<file path="config.mk">
export PLATFORM = sky130hd
export DESIGN_NAME = fila_param
export DESIGN_NICKNAME = d
export VERILOG_FILES = /design/src/rtl/fila_pkg.sv /design/src/rtl/detector_borda.sv /design/src/rtl/fila_param.sv
export SDC_FILE = /design/constraint.sdc
export NUM_CORES = 1
export LEC_CHECK = 0
export CAP_MARGIN = 20
export CORE_MARGIN = 2
export CORE_UTILIZATION = 50
export DETAILED_ROUTE_END_ITERATION = 10
export HOLD_SLACK_MARGIN = 0.12
export PLACE_DENSITY = 0.9
export SETUP_SLACK_MARGIN = 0.05
export SLEW_MARGIN = 15
export SYNTH_ARGS = -nofsm -noshare
export SYNTH_HDL_FRONTEND = slang
export SYNTH_SLANG_ARGS = --single-unit
</file>
<file path="constraint.sdc">
create_clock -name clk_10KHz -period 3.23 [get_ports clk_10KHz]
set_input_delay 0.646 -clock clk_10KHz [delete_from_list [all_inputs] [get_ports clk_10KHz]]
set_output_delay 0.646 -clock clk_10KHz [all_outputs]
set_load 0.01 [all_outputs]
</file>
<file path="src/rtl/fila_pkg.sv">
// -----------------------------------------------------------------------------
// fila_pkg
// Shared definitions for the fila_param queue: default geometry and the
// operation encoding decoded from the effective enqueue/dequeue commands.
// -----------------------------------------------------------------------------
package fila_pkg;

  localparam int FILA_WIDTH = 8;
  localparam int FILA_DEPTH = 8;

  // Operation selected for the current cycle once clear has been ruled out.
  typedef enum logic [1:0] {
    OP_NONE,
    OP_ENQ,
    OP_DEQ,
    OP_BOTH
  } fila_op_t;

endpackage

</file>
<file path="src/rtl/detector_borda.sv">
// -----------------------------------------------------------------------------
// detector_borda
// 1-bit rising-edge detector. The previous sample resets to 0, so an input
// that is already high when reset releases is reported as an edge.
//
// Ports:
//   clk    : clock, rising edge
//   rst    : asynchronous active-high reset
//   sig_i  : level input
//   rise_o : high while sig_i is high and the previous sample was low
// -----------------------------------------------------------------------------
module detector_borda (
  input  logic clk,
  input  logic rst,
  input  logic sig_i,
  output logic rise_o
);

  logic prev_q;

  // NOTE: sequential state is always written with non-blocking assignments so
  // every register sees the pre-edge value of every other register.
  always_ff @(posedge clk or posedge rst) begin
    if (rst) begin
      prev_q <= 1'b0;
    end else begin
      prev_q <= sig_i;
    end
  end

  assign rise_o = sig_i & ~prev_q;

endmodule

</file>
<file path="src/rtl/fila_param.sv">
// -----------------------------------------------------------------------------
// fila_param
// FIFO of DEPTH entries x WIDTH bits with the whole contents exposed, oldest
// entry in slot 0. Commands are edge- or level-triggered (EDGE_MODE), clear
// is a synchronous level-sensitive flush, and overflow/underflow are sticky.
//
// Ports:
//   clk_10KHz     : clock, all state updates on the rising edge
//   reset         : asynchronous active-high reset, clears all state
//   data_in       : element to enqueue
//   enqueue_in    : enqueue command
//   dequeue_in    : dequeue command
//   clear_in      : synchronous flush, wins over enqueue/dequeue
//   data_out      : last dequeued element (registered)
//   len_out       : occupancy, 0..DEPTH
//   vector_out    : queue slots, slot 0 = oldest; slots >= len_out read 0
//   full_out      : len_out == DEPTH
//   empty_out     : len_out == 0
//   overflow_out  : sticky, an enqueue was dropped on a full queue
//   underflow_out : sticky, a dequeue was rejected on an empty queue
// -----------------------------------------------------------------------------
module fila_param
  import fila_pkg::*;
#(
  parameter  int WIDTH     = FILA_WIDTH,
  parameter  int DEPTH     = FILA_DEPTH,
  parameter  bit EDGE_MODE = 1'b1,
  localparam int LW        = $clog2(DEPTH + 1)
) (
  input  logic             clk_10KHz,
  input  logic             reset,
  input  logic [WIDTH-1:0] data_in,
  input  logic             enqueue_in,
  input  logic             dequeue_in,
  input  logic             clear_in,
  output logic [WIDTH-1:0] data_out,
  output logic [LW-1:0]    len_out,
  output logic [WIDTH-1:0] vector_out [DEPTH-1:0],
  output logic             full_out,
  output logic             empty_out,
  output logic             overflow_out,
  output logic             underflow_out
);

  logic             enq;
  logic             deq;
  fila_op_t         op;

  logic [WIDTH-1:0] slots_q   [DEPTH-1:0];
  logic [WIDTH-1:0] slots_shf [DEPTH-1:0];
  logic [LW-1:0]    len_q;
  logic [WIDTH-1:0] data_q;
  logic             ovf_q;
  logic             udf_q;
  logic             full;
  logic             empty;

  // ---------------------------------------------------------------------------
  // Effective commands: edge-detected or raw level.
  // ---------------------------------------------------------------------------
  generate
    if (EDGE_MODE) begin : g_edge
      detector_borda u_det_enq (
        .clk    (clk_10KHz),
        .rst    (reset),
        .sig_i  (enqueue_in),
        .rise_o (enq)
      );
      detector_borda u_det_deq (
        .clk    (clk_10KHz),
        .rst    (reset),
        .sig_i  (dequeue_in),
        .rise_o (deq)
      );
    end else begin : g_level
      assign enq = enqueue_in;
      assign deq = dequeue_in;
    end
  endgenerate

  // NOTE: every combinational output gets a default before any branch, so no
  // path leaves it unassigned and no latch is inferred.
  always_comb begin
    op = OP_NONE;
    unique case ({enq, deq})
      2'b10:   op = OP_ENQ;
      2'b01:   op = OP_DEQ;
      2'b11:   op = OP_BOTH;
      default: op = OP_NONE;
    endcase
  end

  // Contents after removing the head. Because slots at or beyond len are
  // already zero, shifting in a zero at the top keeps that invariant.
  always_comb begin
    for (int i = 0; i < DEPTH - 1; i++) begin
      slots_shf[i] = slots_q[i+1];
    end
    slots_shf[DEPTH-1] = '0;
  end

  assign full  = (len_q == LW'(DEPTH));
  assign empty = (len_q == '0);

  // ---------------------------------------------------------------------------
  // Queue state.
  // ---------------------------------------------------------------------------
  // NOTE: the slot storage is reset along with the control state because the
  // contents are visible on vector_out and must read zero out of reset.
  always_ff @(posedge clk_10KHz or posedge reset) begin
    if (reset) begin
      for (int i = 0; i < DEPTH; i++) begin
        slots_q[i] <= '0;
      end
      len_q  <= '0;
      data_q <= '0;
      ovf_q  <= 1'b0;
      udf_q  <= 1'b0;
    end else if (clear_in) begin
      for (int i = 0; i < DEPTH; i++) begin
        slots_q[i] <= '0;
      end
      len_q  <= '0;
      data_q <= '0;
      ovf_q  <= 1'b0;
      udf_q  <= 1'b0;
    end else begin
      unique case (op)
        OP_NONE: begin
        end

        OP_ENQ: begin
          if (full) begin
            ovf_q <= 1'b1;
          end else begin
            for (int i = 0; i < DEPTH; i++) begin
              if (LW'(i) == len_q) slots_q[i] <= data_in;
            end
            len_q <= len_q + LW'(1);
          end
        end

        OP_DEQ: begin
          if (empty) begin
            udf_q <= 1'b1;
          end else begin
            data_q  <= slots_q[0];
            slots_q <= slots_shf;
            len_q   <= len_q - LW'(1);
          end
        end

        OP_BOTH: begin
          if (empty) begin
            // Enqueue lands in slot 0; the dequeue had nothing to take.
            slots_q[0] <= data_in;
            len_q      <= LW'(1);
            udf_q      <= 1'b1;
          end else begin
            // Head leaves, new element takes the top occupied slot after the
            // shift; occupancy is unchanged.
            data_q <= slots_q[0];
            for (int i = 0; i < DEPTH; i++) begin
              if (LW'(i + 1) == len_q) slots_q[i] <= data_in;
              else                     slots_q[i] <= slots_shf[i];
            end
          end
        end

        default: begin
        end
      endcase
    end
  end

  assign data_out      = data_q;
  assign len_out       = len_q;
  assign vector_out    = slots_q;
  assign full_out      = full;
  assign empty_out     = empty;
  assign overflow_out  = ovf_q;
  assign underflow_out = udf_q;

endmodule

</file>
# Word-level counts from Yosys, hierarchy flattened
# Index checks and enable logic that the tools add are counted.
dict set report classes {
  n_addsub 2
  eq_ne 21
  mux 30
  bitwise 4
  n_reduce_logical 13
}
# operator n
set ops {}
lappend ops {{64-bit 2-to-1 mux} 3}
lappend ops {{64-bit case mux with 3 select lines} 1}
lappend ops {{8-bit 2-to-1 mux} 13}
lappend ops {{56-bit 2-to-1 mux} 1}
lappend ops {{3-bit by 4-bit equality test with 1-bit output, first input constant} 4}
lappend ops {{4-bit 2-to-1 mux} 4}
lappend ops {{3-bit != test, second input constant} 5}
lappend ops {{4-bit case mux with 3 select lines} 1}
lappend ops {{4-bit AND reduction} 3}
lappend ops {{2-bit equality test, second input constant} 4}
lappend ops {{2-bit by 4-bit equality test with 1-bit output, first input constant} 2}
lappend ops {{2-bit nonzero test} 4}
lappend ops {{1-bit 2-to-1 mux} 6}
lappend ops {{2-bit case mux with 3 select lines} 1}
lappend ops {{2-bit AND reduction} 3}
lappend ops {{4-bit by 1-bit adder with 4-bit output, second input constant} 1}
lappend ops {{1-bit by 4-bit equality test with 1-bit output, first input constant} 1}
lappend ops {{2-bit by 1-bit equality test with 1-bit output, second input constant} 2}
lappend ops {{4-bit equality test, first input constant} 1}
lappend ops {{4-bit equality test, second input constant} 1}
lappend ops {{4-bit zero test} 1}
lappend ops {{4-bit nonzero test} 1}
lappend ops {{4-bit by 1-bit subtractor with 4-bit output, second input constant} 1}
lappend ops {{1-bit AND} 2}
lappend ops {{other kinds (3)} 4}
dict set report totals {
  ff_bits 80
  input_bits 13
  output_inout_bits 80
  elab_cells 84
}

# Logic depth before layout (Yosys ltp)
dict set report depth {
  ltp_word 8
  ltp_mapped 10
  ltp_nobuf 8
}

# By module
# From an unflattened synthesis, not the netlist that was laid out.
dict set report unflattened {
  cells_unflattened 561
  area_unflattened_um2 5017.3
}
# module n_inst cells_each area_each_um2 seq_area_each_um2
set by_module_without_submodules {}
lappend by_module_without_submodules {fila_param 1 555 4932.2 1951.9}
lappend by_module_without_submodules {detector_borda 2 3 42.5 25.0}

# Worst setup path before layout
# No wires, ideal clock.
dict set report synth_timing {
  kind {register to register}
  start {register len_q[0], in the netlist len_out[0]}
  end {register slots_q (netlist bit vector_out[36])}
  setup_ns 0.121
  t_arrival_ns 2.018
  required_time_ns 3.109
  slack_ns 1.091
  path_stages_with_launch 9
  path_buffers 1
  period_less_slack_ns 2.139
  cell_sequence {dfrtp_1 inv_1 ha_1 nor3b_4 nor2_2 nor3_2 buf_4 nor2_1 o22a_1}
}
dict set report synth_via {
  elab_cells_between_ends 14
  cone_classes {eq/ne (6); mux (6); reduce/logical (2)}
}
# item line
set synth_rtl {}
lappend synth_rtl {{from (decl)} fila_param.sv:51} ;# logic [LW-1:0] len_q;
lappend synth_rtl {{from (signal assigned)} fila_param.sv:139} ;# len_q <= len_q + LW'(1);
lappend synth_rtl {{from (signal assigned)} fila_param.sv:149} ;# len_q <= len_q - LW'(1);
lappend synth_rtl {{4-bit zero test (*)} fila_param.sv:103} ;# assign empty = (len_q == '0);
lappend synth_rtl {{named net empty_out} fila_param.sv:40} ;# output logic empty_out,
lappend synth_rtl {{3-bit != test (no line)} n/a}
lappend synth_rtl {{4-bit AND reduction (no line) (*)} n/a}
lappend synth_rtl {{to (signal, indexed assignment)} fila_param.sv:137} ;# if (LW'(i) == len_q) slots_q[i] <= data_in;
lappend synth_rtl {{to (signal assigned)} fila_param.sv:148} ;# slots_q <= slots_shf;
lappend synth_rtl {{to (signal, indexed assignment)} fila_param.sv:164} ;# if (LW'(i + 1) == len_q) slots_q[i] <= data_in;
lappend synth_rtl {{to (decl)} fila_param.sv:49} ;# logic [WIDTH-1:0] slots_q [DEPTH-1:0];
# Mark *: on every way through the listed nets, which the timed path passes. The rest lies on a longest branch. The select of a mux whose other input is x is not followed.
# A chain may end at the register's enable or synchronous reset.

# Worst setup path in the final report
dict set report layout_timing {
  start {register len_q[0], in the netlist len_out[0]}
  end {output empty_out}
}
dict set report layout_via {
  elab_chain_cells 1
}
# item line
set layout_lines {}
lappend layout_lines {{4-bit zero test} fila_param.sv:103}
lappend layout_lines {{to (decl)} fila_param.sv:40}
# Every way passes these cells.

==> flow_metrics.tcl <==
set metrics [dict create \
    outcome "complete, no violations" \
    worst_path_max_delay_cell "sky130_fd_sc_hd__clkdlybuf4s50_1" \
    timing.critical_path.buf_inv 2 \
    clock-skew-final_ps 17.0 \
    rsz_0062_raised_after_global_routing "no" \
    insertion_delay_ps 360 \
    final.period_utilization 0.926 \
    port_buffers 92 \
    finalCriticalPeriod_ps 2990 \
    final_max_slew_viol_count 0 \
    syn_area_per_cell_sq_um 9.34 \
    path_clk_slew_ps 90 \
    finalWeightedCongestion 0.917 \
    number_of_distinct_library_cells_after_synthesis 56 \
    number_of_remaining_drc_errors 0 \
    finalHoldViolCount 0 \
    finalNetCount 553 \
    post_synth_and_or_nand_nor_area_fraction 0.157 \
    dominant_combinational_cell_family_by_area_after_synthesis "compound AO/OA/AOI/OAI gates" \
    netlist_area_sq_um 4230 \
    maxSlewHeadroom 0.447 \
    grt.met2_usage 0.446 \
    grtUsageMet3 0.0572 \
    report.final.setup_viol 0 \
    crit_chain "inv_1 -> ha_1 -> nor3b_4 -> clkdlybuf4s50_1" \
    rows 33 \
    post_synth_fa_ha_maj_area_fraction 0.0148 \
    start_util 0.515 \
    die_h_microns 96.0 \
    worst-endpoint-arrival_ps 2350 \
    timing_worst_setup_path_type "register to output pin" \
    fin_area_sq_um 5440 \
    synth.yosys.warnings 0 \
    post_route_cells_drive_above_1_share 0.0815 \
    muxShareOfSynthArea 0.0216 \
    cts_hold_repair.buffers 0 \
    power_w 0.00300 \
    fmax_ghz 0.334 \
    r2r_start "len_out[0]" \
    worstPathRequired_ps 2580 \
    reg2reg_to "vector_out[8]" \
    power_density_nw_per_um2 550 \
    endpoint "empty_out" \
    hold_path.class "register to register" \
    critPathMaxStageDelay_ps 610 \
    drt-initial-drc-count 529 \
    ios 93 \
    dpl-instance-area_sq_um 5230 \
    ctsRootBufferMaster "sky130_fd_sc_hd__clkbuf_8" \
    total_setup_buffers_inserted_after_cts 0 \
    ctsLongestPathBuffers 2 \
    grt_overflow 0 \
    antenna_cells 0 \
    use_met1 0.413 \
    synthToLayoutAreaGrowth_pct 28.6 \
    worst-path-max-fanout 7 \
    post_drt_wl_per_cell_microns 20.3 \
    chipWidth_microns 96.0 \
    ant_nets 0 \
    mappedNetlistNets 471 \
    reg2reg_depth 7 \
    design.die.area_sq_um 9220 \
    cts_made_buffers 9 \
    drt-pass1-iter-count 8 \
    synthArstFlopShare 1.00 \
    critical_path.endpoint_type "output pin" \
    dp_hpwl_microns 8990 \
    core_area_sq_um 8220 \
    hold_sp "overflow_out" \
    timing.reg2reg.setup_slack_ps 450 \
    totalWireLength_microns 13100 \
    synth_compound_gate_area_share 0.279 \
    logic_depth_of_the_worst_path_buffers_included 4 \
    worst_path_dominant_cell_family "buffers and inverters" \
    number_of_antenna_violations_at_the_first_check_in_global_routing 0 \
    synthesis_stage_register_bit_count 80 \
    grt_first_pass_wirelength_microns 20600 \
    grt_usage 0.293 \
    vdd_ir_drop_max_mv 0.237 \
    synthFlopType "sky130_fd_sc_hd__dfrtp_1" \
    first_global_vias 3931 \
    static-leakage-power_nw 2.28 \
    cap_violations 0 \
    worst_pin_slew_ps 826 \
    busiest_layer "met2" \
    largest_net_degree_at_the_start_of_global_routing 81 \
    synth_xor_area_frac 0.00207 \
    fin_hold_ws_ps 509 \
    vias 4140 \
    post_cts.resized_instances 0 \
    ys_seq_area_frac 0.473 \
    worst_setup_path_startpoint "len_out[0]" \
    edff_count_synth 0 \
    cts.sinks 80 \
    tritoncts "built" \
    setup_total_negative_slack_ps 0 \
    timing.critical_path.from_type "register" \
    cts-htree-levels 3 \
    fillers 621 \
    syn-instance-count 453 \
    routed_via_density 6.42 \
]
-- worst min-delay path by stage --
stage	depth (start not counted)	endpoint
6_report	2	overflow_out
5_1_grt	2	overflow_out
4_1_cts	2	overflow_out
3_5_place_dp	2	overflow_out
3_3_place_gp	2	underflow_out
2_1_floorplan	2	underflow_out
-- layout make-up --
cell class,instances,area (sq um),area share
clock buffers,10,138,0.0253
clock inverters,6,75.1,0.0138
inverters,16,60.1,0.0110
multi-input cells,324,2010,0.370
flip-flops and latches,80,2000,0.368
well taps,105,131,0.0241
repair buffers,104,1020,0.188
-- stage by stage --
stage                     cells  utilization  worst slack (ps)
after detailed placement    629        0.637               328
after floorplan             453            -               532
after global routing        645        0.662               123
after global placement      629        0.637               487
final                       645        0.662               238
after CTS                   645        0.662               252
-- power by group --
| part | internal, W | leakage, nW | switching, W |
|---|---|---|---|
| combinational | 0.000416 | 1.09 | 0.000505 |
| sequential | 0.00111 | 1.08 | 0.000161 |
| clock | 0.000391 | 0.105 | 0.000413 |
-- Yosys cell counts (5+ instances only) --
cell	n	share of area
sky130_fd_sc_hd__dfrtp_1	80	0.47
sky130_fd_sc_hd__nand2_1	73	0.065
sky130_fd_sc_hd__nor2_1	44	0.039
sky130_fd_sc_hd__o221ai_1	31	0.064
sky130_fd_sc_hd__o21ai_1	25	0.030
sky130_fd_sc_hd__a21oi_1	22	0.026
sky130_fd_sc_hd__o21ai_0	17	0.020
sky130_fd_sc_hd__inv_1	16	0.014
sky130_fd_sc_hd__buf_2	12	0.014
sky130_fd_sc_hd__a22o_1	9	0.019
sky130_fd_sc_hd__buf_1	8	0.0071
sky130_fd_sc_hd__mux2i_1	8	0.019
sky130_fd_sc_hd__o31ai_1	8	0.014
sky130_fd_sc_hd__o22a_1	7	0.014
sky130_fd_sc_hd__buf_4	6	0.011
sky130_fd_sc_hd__clkbuf_1	6	0.0053
sky130_fd_sc_hd__o22ai_1	6	0.0089
sky130_fd_sc_hd__a21o_1	5	0.0089
sky130_fd_sc_hd__a222oi_1	5	0.012
sky130_fd_sc_hd__ha_1	5	0.015
-- layout by cell type (no fill, tap or decap), types with 3 or more instances in the layout --
master                            Yosys  layout
sky130_fd_sc_hd__a2111oi_0            3       3
sky130_fd_sc_hd__a21o_1               5       5
sky130_fd_sc_hd__a21oi_1             22      22
sky130_fd_sc_hd__a221oi_1             3       3
sky130_fd_sc_hd__a222oi_1             5       5
sky130_fd_sc_hd__a22o_1               9       9
sky130_fd_sc_hd__a31oi_1              3       3
sky130_fd_sc_hd__buf_4                6      11
sky130_fd_sc_hd__clkbuf_8             0      10
sky130_fd_sc_hd__clkdlybuf4s50_1      0      92
sky130_fd_sc_hd__dfrtp_1             80      80
sky130_fd_sc_hd__ha_1                 5       5
sky130_fd_sc_hd__inv_1               16      15
sky130_fd_sc_hd__mux2i_1              8       8
sky130_fd_sc_hd__nand2_1             73      73
sky130_fd_sc_hd__nand2b_1             4       4
sky130_fd_sc_hd__nand3_1              4       4
sky130_fd_sc_hd__nand3b_1             3       3
sky130_fd_sc_hd__nor2_1              44      44
sky130_fd_sc_hd__nor3_1               4       4
sky130_fd_sc_hd__o211ai_1             4       4
sky130_fd_sc_hd__o21ai_0             17      17
sky130_fd_sc_hd__o21ai_1             25      25
sky130_fd_sc_hd__o221ai_1            31      31
sky130_fd_sc_hd__o22a_1               7       7
sky130_fd_sc_hd__o22ai_1              6       6
sky130_fd_sc_hd__o31ai_1              8       8
-- sequential cells by signal, summed over array words and instances, names as in the netlist --
register / count
data_out: 8
g_edge.u_det_deq.prev_q: 1
underflow_out: 1
overflow_out: 1
g_edge.u_det_enq.prev_q: 1
len_out: 4
vector_out: 64
-- layer usage --
metal  vias up  share of wire  wire (microns)
met1      1938           0.39            5090
met4         0          0.031             405
li1       1837              -               -
met5         -              0               0
met3        47           0.13            1690
met2       318           0.45            5890
-- worst min-delay path: stages, from the launching register on --
cell and delay [ps]:
sky130_fd_sc_hd__dfrtp_1 360, sky130_fd_sc_hd__a21oi_1 40, sky130_fd_sc_hd__nor2_1 70
-- cell families (layout without fill, tap and decap cells) --
family | Yosys count | count (layout)
compound gates | 161 | 161
xor+xnor | 1 | 1
fa+ha+maj | 5 | 5
buf+inv | 49 | 136
flops | 80 | 80
mux | 9 | 9
simple gates | 148 | 148
Note: power is estimated with default switching activity, not from simulation.
